[config.mk]
export PLATFORM = sky130hd
export DESIGN_NAME = da_array_sched
export DESIGN_NICKNAME = d
export VERILOG_FILES = /design/src/rtl/da_sched_pkg.sv /design/src/rtl/da_res_fifo.sv /design/src/rtl/da_array_sched.sv
export SDC_FILE = /design/constraint.sdc
export NUM_CORES = 1
export LEC_CHECK = 0
export CORE_ASPECT_RATIO = 0.9
export CORE_UTILIZATION = 40
export DETAILED_ROUTE_END_ITERATION = 7
export HOLD_SLACK_MARGIN = 0.03
export MAX_ROUTING_LAYER = met4
export PLACE_DENSITY = 0.65
export SLEW_MARGIN = 20
export SYNTH_ARGS = -nofsm -noshare
export SYNTH_HDL_FRONTEND = slang
export SYNTH_SLANG_ARGS = --single-unit
[constraint.sdc]
create_clock -name clk -period 5.2 [get_ports clk]
set_input_delay 1.04 -clock clk [delete_from_list [all_inputs] [get_ports clk]]
set_output_delay 1.04 -clock clk [all_outputs]
set_load 0.01 [all_outputs]
[src/rtl/da_sched_pkg.sv]
// rtl/da_sched_pkg.sv - shared types and helpers for the DA array job scheduler
//
// Contents:
//   sched_state_t : controller state (IDLE, CLR, RUN, TAIL)
//   row_width()   : default row-tag width, max(1, clog2(rows))
// The result entry {data, row} is sized by the top-level parameters.
// It is therefore declared as a packed struct inside da_array_sched.
package da_sched_pkg;

  typedef enum logic [1:0] {
    IDLE = 2'd0,
    CLR  = 2'd1,
    RUN  = 2'd2,
    TAIL = 2'd3
  } sched_state_t;

  function automatic int row_width(input int rows);
    return (rows > 1) ? $clog2(rows) : 1;
  endfunction

endpackage

[src/rtl/da_res_fifo.sv]
// rtl/da_res_fifo.sv - synchronous result FIFO with registered storage
//
// Ports:
//   clk, rst          : clock, asynchronous active-low reset (flushes contents)
//   push, push_data   : write request and payload
//   pop               : read request; ignored when empty
//   head              : entry at the read pointer
//   full, empty       : occupancy flags
//   count             : number of stored entries
// A push while full is accepted only when a pop happens in the same cycle.
module da_res_fifo #(
  parameter int WIDTH = 9,
  parameter int DEPTH = 4
) (
  input  logic                     clk,
  input  logic                     rst,
  input  logic                     push,
  input  logic [WIDTH-1:0]         push_data,
  input  logic                     pop,
  output logic [WIDTH-1:0]         head,
  output logic                     full,
  output logic                     empty,
  output logic [$clog2(DEPTH):0]   count
);

  localparam int AW = $clog2(DEPTH);

  logic [WIDTH-1:0] mem [DEPTH];
  logic [AW-1:0]    wr_ptr;
  logic [AW-1:0]    rd_ptr;
  logic             do_push;
  logic             do_pop;

  assign empty   = (count == '0);
  assign full    = (count == (AW + 1)'(DEPTH));
  assign do_pop  = pop && !empty;
  assign do_push = push && (!full || do_pop);
  assign head    = mem[rd_ptr];

  // Pointers wrap naturally because DEPTH is a power of two.
  always_ff @(posedge clk or negedge rst) begin
    if (!rst) begin
      wr_ptr <= '0;
      rd_ptr <= '0;
      count  <= '0;
      for (int i = 0; i < DEPTH; i++) begin
        mem[i] <= '0;
      end
    end else begin
      if (do_push) begin
        mem[wr_ptr] <= push_data;
        wr_ptr      <= wr_ptr + AW'(1);
      end
      if (do_pop) begin
        rd_ptr <= rd_ptr + AW'(1);
      end
      case ({do_push, do_pop})
        2'b10:   count <= count + (AW + 1)'(1);
        2'b01:   count <= count - (AW + 1)'(1);
        default: count <= count;
      endcase
    end
  end

endmodule

[src/rtl/da_array_sched.sv]
// rtl/da_array_sched.sv - job controller for the bit-serial DA array
//
// Ports:
//   clk, rst                : clock, asynchronous active-low reset
//   start, bias_cfg         : job request (IDLE only), bias enable for the job
//   busy, done              : job in progress, one-cycle end-of-job pulse
//   arr_rst                 : active-high clear to the array (CLR state or reset)
//   arr_gen_done            : array advance strobe
//   arr_bias_en             : bias enable latched at accept
//   arr_final_out           : array result vector (N x DATA_WIDTH_output)
//   res_valid, res_ready    : result FIFO handshake
//   res_data, res_row       : FIFO head data and its row index
module da_array_sched
  import da_sched_pkg::*;
#(
  parameter int DATA_WIDTH_A      = 8,
  parameter int DATA_WIDTH_output = 8,
  parameter int M                 = 1,
  parameter int N                 = 1,
  parameter int FIFO_DEPTH        = 4,
  parameter int ROW_W             = row_width(M)
) (
  input  logic                                clk,
  input  logic                                rst,
  input  logic                                start,
  input  logic                                bias_cfg,
  output logic                                busy,
  output logic                                done,
  output logic                                arr_rst,
  output logic                                arr_gen_done,
  output logic                                arr_bias_en,
  input  logic signed [N*DATA_WIDTH_output-1:0] arr_final_out,
  output logic                                res_valid,
  input  logic                                res_ready,
  output logic signed [N*DATA_WIDTH_output-1:0] res_data,
  output logic [ROW_W-1:0]                    res_row
);

  localparam int RW = N * DATA_WIDTH_output;
  localparam int TW = (DATA_WIDTH_A > 1) ? $clog2(DATA_WIDTH_A) : 1;
  localparam int CW = $clog2(FIFO_DEPTH) + 1;
  localparam logic [TW-1:0]    T_LAST = TW'(DATA_WIDTH_A - 1);
  localparam logic [ROW_W-1:0] M_LAST = ROW_W'(M - 1);

  typedef struct packed {
    logic [RW-1:0]    data;
    logic [ROW_W-1:0] row;
  } res_entry_t;

  sched_state_t     state_q, state_d;
  logic [TW-1:0]    t_q;
  logic [ROW_W-1:0] m_q;

  logic             capture_due;
  logic             stall;
  logic             gen;
  logic             push;
  logic [ROW_W-1:0] cap_row;
  res_entry_t       push_e;
  res_entry_t       head_e;

  logic             fifo_full;
  logic             fifo_empty;
  logic             fifo_pop;
  logic [CW-1:0]    fifo_count;

  assign fifo_pop = res_ready && !fifo_empty;

  // A capture is due on a row boundary once a row has finished.
  // In TAIL the last row is always pending.
  // The stall only blocks that boundary when no slot frees up this cycle.
  always_comb begin
    state_d     = state_q;
    capture_due = 1'b0;
    stall       = 1'b0;
    gen         = 1'b0;
    cap_row     = m_q - ROW_W'(1);
    case (state_q)
      IDLE: begin
        if (start) state_d = CLR;
      end
      CLR: begin
        state_d = RUN;
      end
      RUN: begin
        capture_due = (t_q == '0) && (m_q != '0);
        stall       = capture_due && fifo_full && !fifo_pop;
        gen         = !stall;
        if (gen && (t_q == T_LAST) && (m_q == M_LAST)) state_d = TAIL;
      end
      TAIL: begin
        capture_due = 1'b1;
        cap_row     = M_LAST;
        stall       = fifo_full && !fifo_pop;
        gen         = !stall;
        if (gen) state_d = IDLE;
      end
      default: state_d = IDLE;
    endcase
    push = capture_due && gen;
  end

  always_ff @(posedge clk or negedge rst) begin
    if (!rst) begin
      state_q     <= IDLE;
      t_q         <= '0;
      m_q         <= '0;
      arr_bias_en <= 1'b0;
      done        <= 1'b0;
    end else begin
      state_q <= state_d;
      done    <= (state_q == TAIL) && gen;
      if (state_q == IDLE) begin
        if (start) begin
          arr_bias_en <= bias_cfg;
          t_q         <= '0;
          m_q         <= '0;
        end
      end else if (gen) begin
        // m stops at the last row; TAIL reports that row explicitly.
        if (t_q == T_LAST) begin
          t_q <= '0;
          if ((state_q == RUN) && (m_q != M_LAST)) m_q <= m_q + ROW_W'(1);
        end else begin
          t_q <= t_q + TW'(1);
        end
      end
    end
  end

  assign push_e.data = arr_final_out;
  assign push_e.row  = cap_row;

  da_res_fifo #(
    .WIDTH ($bits(res_entry_t)),
    .DEPTH (FIFO_DEPTH)
  ) u_fifo (
    .clk       (clk),
    .rst       (rst),
    .push      (push),
    .push_data (push_e),
    .pop       (fifo_pop),
    .head      (head_e),
    .full      (fifo_full),
    .empty     (fifo_empty),
    .count     (fifo_count)
  );

  assign busy         = (state_q != IDLE);
  assign arr_rst      = !rst || (state_q == CLR);
  assign arr_gen_done = gen;
  assign res_valid    = (fifo_count != '0);
  assign res_data     = head_e.data;
  assign res_row      = head_e.row;

endmodule

# Word-level counts from Yosys, hierarchy flattened
# Index checks and enable logic that the tools add are counted.
[word_totals]
ff_bits = 51
input_bits = 13
output_inout_bits = 15
elab_cells = 92
[op_classes]
addsub = 7
n_lt_le_gt_ge = 3
n_eq_ne = 10
muxes = 23
n_bitwise = 3
reduce_logical = 34
[ops]
columns = ["op", "count"]
rows = [
  ["$bwmux 36", 1],
  ["$mux 9", 3],
  ["$bmux 9 s2", 1],
  ["$demux 9 s2", 1],
  ["$logic_and 1x1->1", 13],
  ["$mux 3", 4],
  ["$reduce_bool 2->1", 5],
  ["$pmux 2 s4", 1],
  ["$add 3x1->3 const B", 2],
  ["$eq 2x2->1 const B", 3],
  ["$eq 3x3->1 const B", 2],
  ["$ge 3x3->1 const B", 2],
  ["$logic_not 1->1", 6],
  ["$logic_not 3->1", 2],
  ["$mux 1", 6],
  ["$mux 2", 3],
  ["$ne 2x2->1 const B", 3],
  ["$not 2->3", 2],
  ["$pmux 3 s2", 1],
  ["$add 2x1->2 const B", 2],
  ["$eq 2x1->1 const B", 2],
  ["$pmux 1 s2", 2],
  ["$reduce_and 2->1", 2],
  ["$reduce_and 4->1", 1],
  ["other kinds (9)", 10],
]

# Depth between registers and ports, before layout
[logic_depth]
depth_word = 11
depth_mapped = 11
ltp_nobuf = 11

# Modules after synthesis
# Synthesis repeated with hierarchy kept, for this count alone.
[unflattened]
cells_unflattened = 183
area_unflattened_um2 = 2544.9
[modules_own_cells]
columns = ["mod", "instances", "cells_per_inst", "area_each_um2", "seq_area_each_um2"]
rows = [
  ["da_res_fifo", 1, 124, 1969.4, 1076.0],
  ["da_array_sched", 1, 59, 575.6, 200.2],
]

# Worst setup path before layout
# Ideal clock, no wire load.
[synth_timing]
path_kind = "input to output"
start = "input res_ready"
end = "output arr_gen_done"
arrival_time_ps = 1581
required_time_ps = 4160
path_slack_ps = 2579
cell_stages = 2
n_path_buf = 0
cell_sequence = "nor4b_4 o2bb2ai_1"
[synth_between]
elab_chain_len = 5
elab_cells_between_ends = 7
cone_classes = "1 x mux; 6 x reduce/logical"
[synth_lines]
columns = ["element", "line", "text"]
rows = [
  ["start, declared", "da_array_sched.sv:34", "input logic res_ready,"],
  ["$logic_and 1x1->1 *", "da_array_sched.sv:67", "assign fifo_pop = res_ready && !fifo_empty;"],
  ["$logic_not 1->1 *", "da_array_sched.sv:87, da_array_sched.sv:94", ""],
  ["$logic_and 1x1->1 (on tied branches)", "da_array_sched.sv:94, da_array_sched.sv:87", ""],
  ["$logic_not 1->1 (on tied branches)", "da_array_sched.sv:95, da_array_sched.sv:88", ""],
  ["$pmux 1 s2 *", "da_array_sched.sv:78", "case (state_q)"],
  ["end, declared", "da_array_sched.sv:30", "output logic arr_gen_done,"],
]
# Every way passes the cells marked *; elsewhere a longest branch is shown, timed or not.

# Final worst setup path
# Same ends and word-level chain as after synthesis.

==> metrics.md <==
| Metric | Value |
|---|---|
| Status | `complete, but fails checks` |
| Violated checks | `design-rule violations` |
| CTS Sinks | `51` |
| Largest cells by area after synthesis | `dfrtp_1, mux2_2, mux4_2` |
| Comb pwr share | `44.4%` |
| Worst Path Buf+Inv | `2` |
| Final hold vios | `0` |
| Post-Synthesis Cells | `173` |
| Area Growth Syn to Fin | `19.1%` |
| Die area | `6380 µm²` |
| Cell mode on critical path | `clkdlybuf4s50_1` |
| Layout cells sized above 1 | `30.1%` |
| CP top delay family | `buffers and inverters` |
| # setup viols final | `0` |
| HPWL after DPL | `2900 µm` |
| Clock share of power | `15.7%` |
| Final period utilization | `71.4%` |
| Flops & latches, synth | `51` |
| First-iteration detailed-routing DRC count | `65` |
| Post-synth top area share | `52.6%` |
| Mapped cell area | `2430 µm²` |
| Vias | `1430` |
| Critical-path cell list | `clkdlybuf4s50_1, nor4b_4, o2bb2ai_1, clkdlybuf4s50_1` |
| Clk pin slew, worst setup/hold paths | `0.09 ns` |
| Die X | `84.1 µm` |
| Crit-path slowest cell | `clkdlybuf4s50_1` |
| Commonest cells post-synth | `dfrtp_1, mux2_2, ha_1, inv_1, nand2_1` |
| Root Buffer | `clkbuf_8` |
| CTS tree | `yes` |
| Startpoint Class | `input port` |
| Crit path required time | `4.16 ns` |
| Yosys top cell by area | `dfrtp_1` |
| Drt total wl | `4190 µm` |
| Design area | `2890 µm²` |
| RSZ-0062 raised after global routing | `false` |
| Slew HR | `55.8%` |
| P per Cell Area | `613 nW/µm²` |
| Clock latency on the worst-skew pair | `0.30 ns` |
| Crit path DAT | `2.67 ns` |
| Vias per cell | `5.18` |
| Vias in the first global route | `1433` |
| Sequential area share after synthesis | `52.6%` |
| Syn_nets | `199` |
| Post-CTS setup buffer count | `0` |
| Max-Cap Viols | `0` |
| Clock buffer depth | `2` |
| RePlAce Congestion | `0.772` |
| First-pass GRT wire length | `7250 µm` |
| Max IR drop VDD | `0.208 mV` |
| Rows | `26` |
| Number of remaining DRC errors | `4` |
| H-tree depth | `2` |
| Psw | `0.582 mW` |
| Placement Setup Slack | `1.47 ns` |
| Worst path max stage delay | `0.62 ns` |
| Final setup TNS | `0 ns` |
| Critical Path End Type | `output port` |
| Antenna violations before repair | `0` |
| Gr ovfl total | `0` |
| Switch share | `32.8%` |
| Yosys cell types | `33` |
| Post-CTS resize count | `0` |
| Total GRT Usage | `15.1%` |
| Min Tclk post-route | `3.71 ns` |
| Starting Density | `42.2%` |
| Layout Nets | `231` |
| Pint | `1.19 mW` |
| I/O pin count | `28` |
| Synth async-reset ratio | `100%` |
| Routed len/inst | `15.2 µm` |
| Critical path peak fanout | `6` |
| Worst slew pin tran | `0.663 ns` |
| Lkg Pwr | `1.27 nW` |
| Syn_area_per_cell | `14.0 µm²` |
| Die height | `75.9 µm` |
| Worst Setup Path Type | `in -> out` |
| Largest net degree at the start of global routing | `52` |
| Detail Route Antenna Nets | `0` |
| CTS Hold Bufs | `0` |
| Reg power frac | `39.9%` |
| Num CTS Buffers | `5` |
| Clock Skews | `0.00854 ns` |
| Count of port buffers added during placement | `27` |
| Top-count cell post-synth | `dfrtp_1` |
| Cell Area, Placed | `2780 µm²` |
| First-pass iteration count of the detailed router | `6` |
| Worst Hold Class | `reg -> reg` |
| Core area | `5760 µm²` |
| Fmax | `270 MHz` |
| Final WS setup | `1.49 ns` |
| R2r setup slk | `2.80 ns` |
| Post-synth EDFFs | `0` |
| Main synth FF type | `dfrtp_1` |
| Final Max Slew Viols | `0` |
| Synth warnings | `0` |
| Antenna fix cells | `0` |
metal layers:
metal	global-route usage [%]	share of wire (%)	vias up
met4	3.62	0.67	0
met2	21.7	45	19
li1	-	-	669
met5	-	0	-
met3	3.81	3.3	4
met1	21.4	51	738
worst reg2reg max path, delay by kind of cell, from the launching register on:
| kind | cells | cell delay (ns) |
|---|---|---|
| buf+inv | 3 | 0.29 |
| fa+ha+maj | 3 | 0.70 |
| xor+xnor | 2 | 0.29 |
| simple gates | 2 | 0.20 |
| compound gates | 1 | 0.40 |
| flops | 1 | 0.41 |
registers in the layout, indices dropped and copies added, names as in the netlist:
signal / cells
arr_bias_en: 1
done: 1
t_q: 3
u_fifo.rd_ptr: 2
u_fifo.mem: 36
state_q: 2
u_fifo.count: 3
u_fifo.wr_ptr: 2
m_q: 1
cells by family (layout without fill, tap and decap cells):
kind of cell               after synthesis  count (layout)  share of synthesized area (%)
AOI/OAI and AO/OA                       14              14                           3.92
xor gates and xnor gates                 6               6                           2.17
adders and majority gates               13              13                           7.01
buffers and inverters                   15              48                           2.37
DFF                                     51              51                           52.6
muxes                                   43              43                           24.1
and+or+nand+nor                         31              31                           7.89
metrics by stage:
stage	hold WS (ns)	std cells	total power [mW]	utilization, %
6_report	0.496	276	1.77	50.2
4_1_cts	0.501	276	1.80	50.2
3_3_place_gp	0.478	268	1.49	48.2
2_1_floorplan	0.456	173	1.22	-
3_5_place_dp	0.477	268	1.52	48.2
5_1_grt	0.518	276	1.91	50.2
cell type report:
cell class	instances	area [µm²]
Fill cell	495	2870
Sequential cell	51	1280
Multi-Input combinational cell	107	1090
Timing Repair Buffer	28	273
Tap cell	70	87.6
Clock buffer	5	68.8
Clock inverter	3	46.3
Inverter	12	45.0
power groups by stage:
stage | combinational (mW) | clock [mW] | sequential, mW
global route | 0.873 | 0.302 | 0.738
floorplan | 0.565 | 0 | 0.652
detailed placement | 0.795 | 0 | 0.720
global placement | 0.777 | 0 | 0.711
CTS | 0.798 | 0.286 | 0.711
finish | 0.787 | 0.278 | 0.707
worst paths after layout:
path,to,start,cells past startpoint
worst max-delay path,arr_gen_done,res_ready,4
worst min-delay path,u_fifo.mem[27]$_DFFE_PN0P_,u_fifo.mem[27]$_DFFE_PN0P_,1
worst max register to register,u_fifo.count[2]$_DFFE_PN0P_,state_q[0]$_DFFE_PN0P_,11
worst min register to register,u_fifo.mem[27]$_DFFE_PN0P_,u_fifo.mem[27]$_DFFE_PN0P_,1
max in group asynchronous,u_fifo.count[1]$_DFFE_PN0P_,rst,2
min in group asynchronous,state_q[0]$_DFFE_PN0P_,rst,2
layout by cell type (no fill, tap or decap), types with 2 or more instances in the layout:
| cell type | n |
|---|---|
| nand2_1 | 10 |
| nor2_1 | 2 |
| o21ai_0 | 6 |
| ha_1 | 12 |
| mux2_2 | 33 |
| nand2b_1 | 2 |
| nand2_2 | 4 |
| clkdlybuf4s50_1 | 26 |
| clkbuf_8 | 5 |
| mux4_2 | 9 |
| inv_1 | 12 |
| xnor2_1 | 3 |
| nand3b_1 | 2 |
| dfrtp_1 | 51 |
| xor2_1 | 3 |
| and2_2 | 4 |
(Power assumes the default switching activity.)
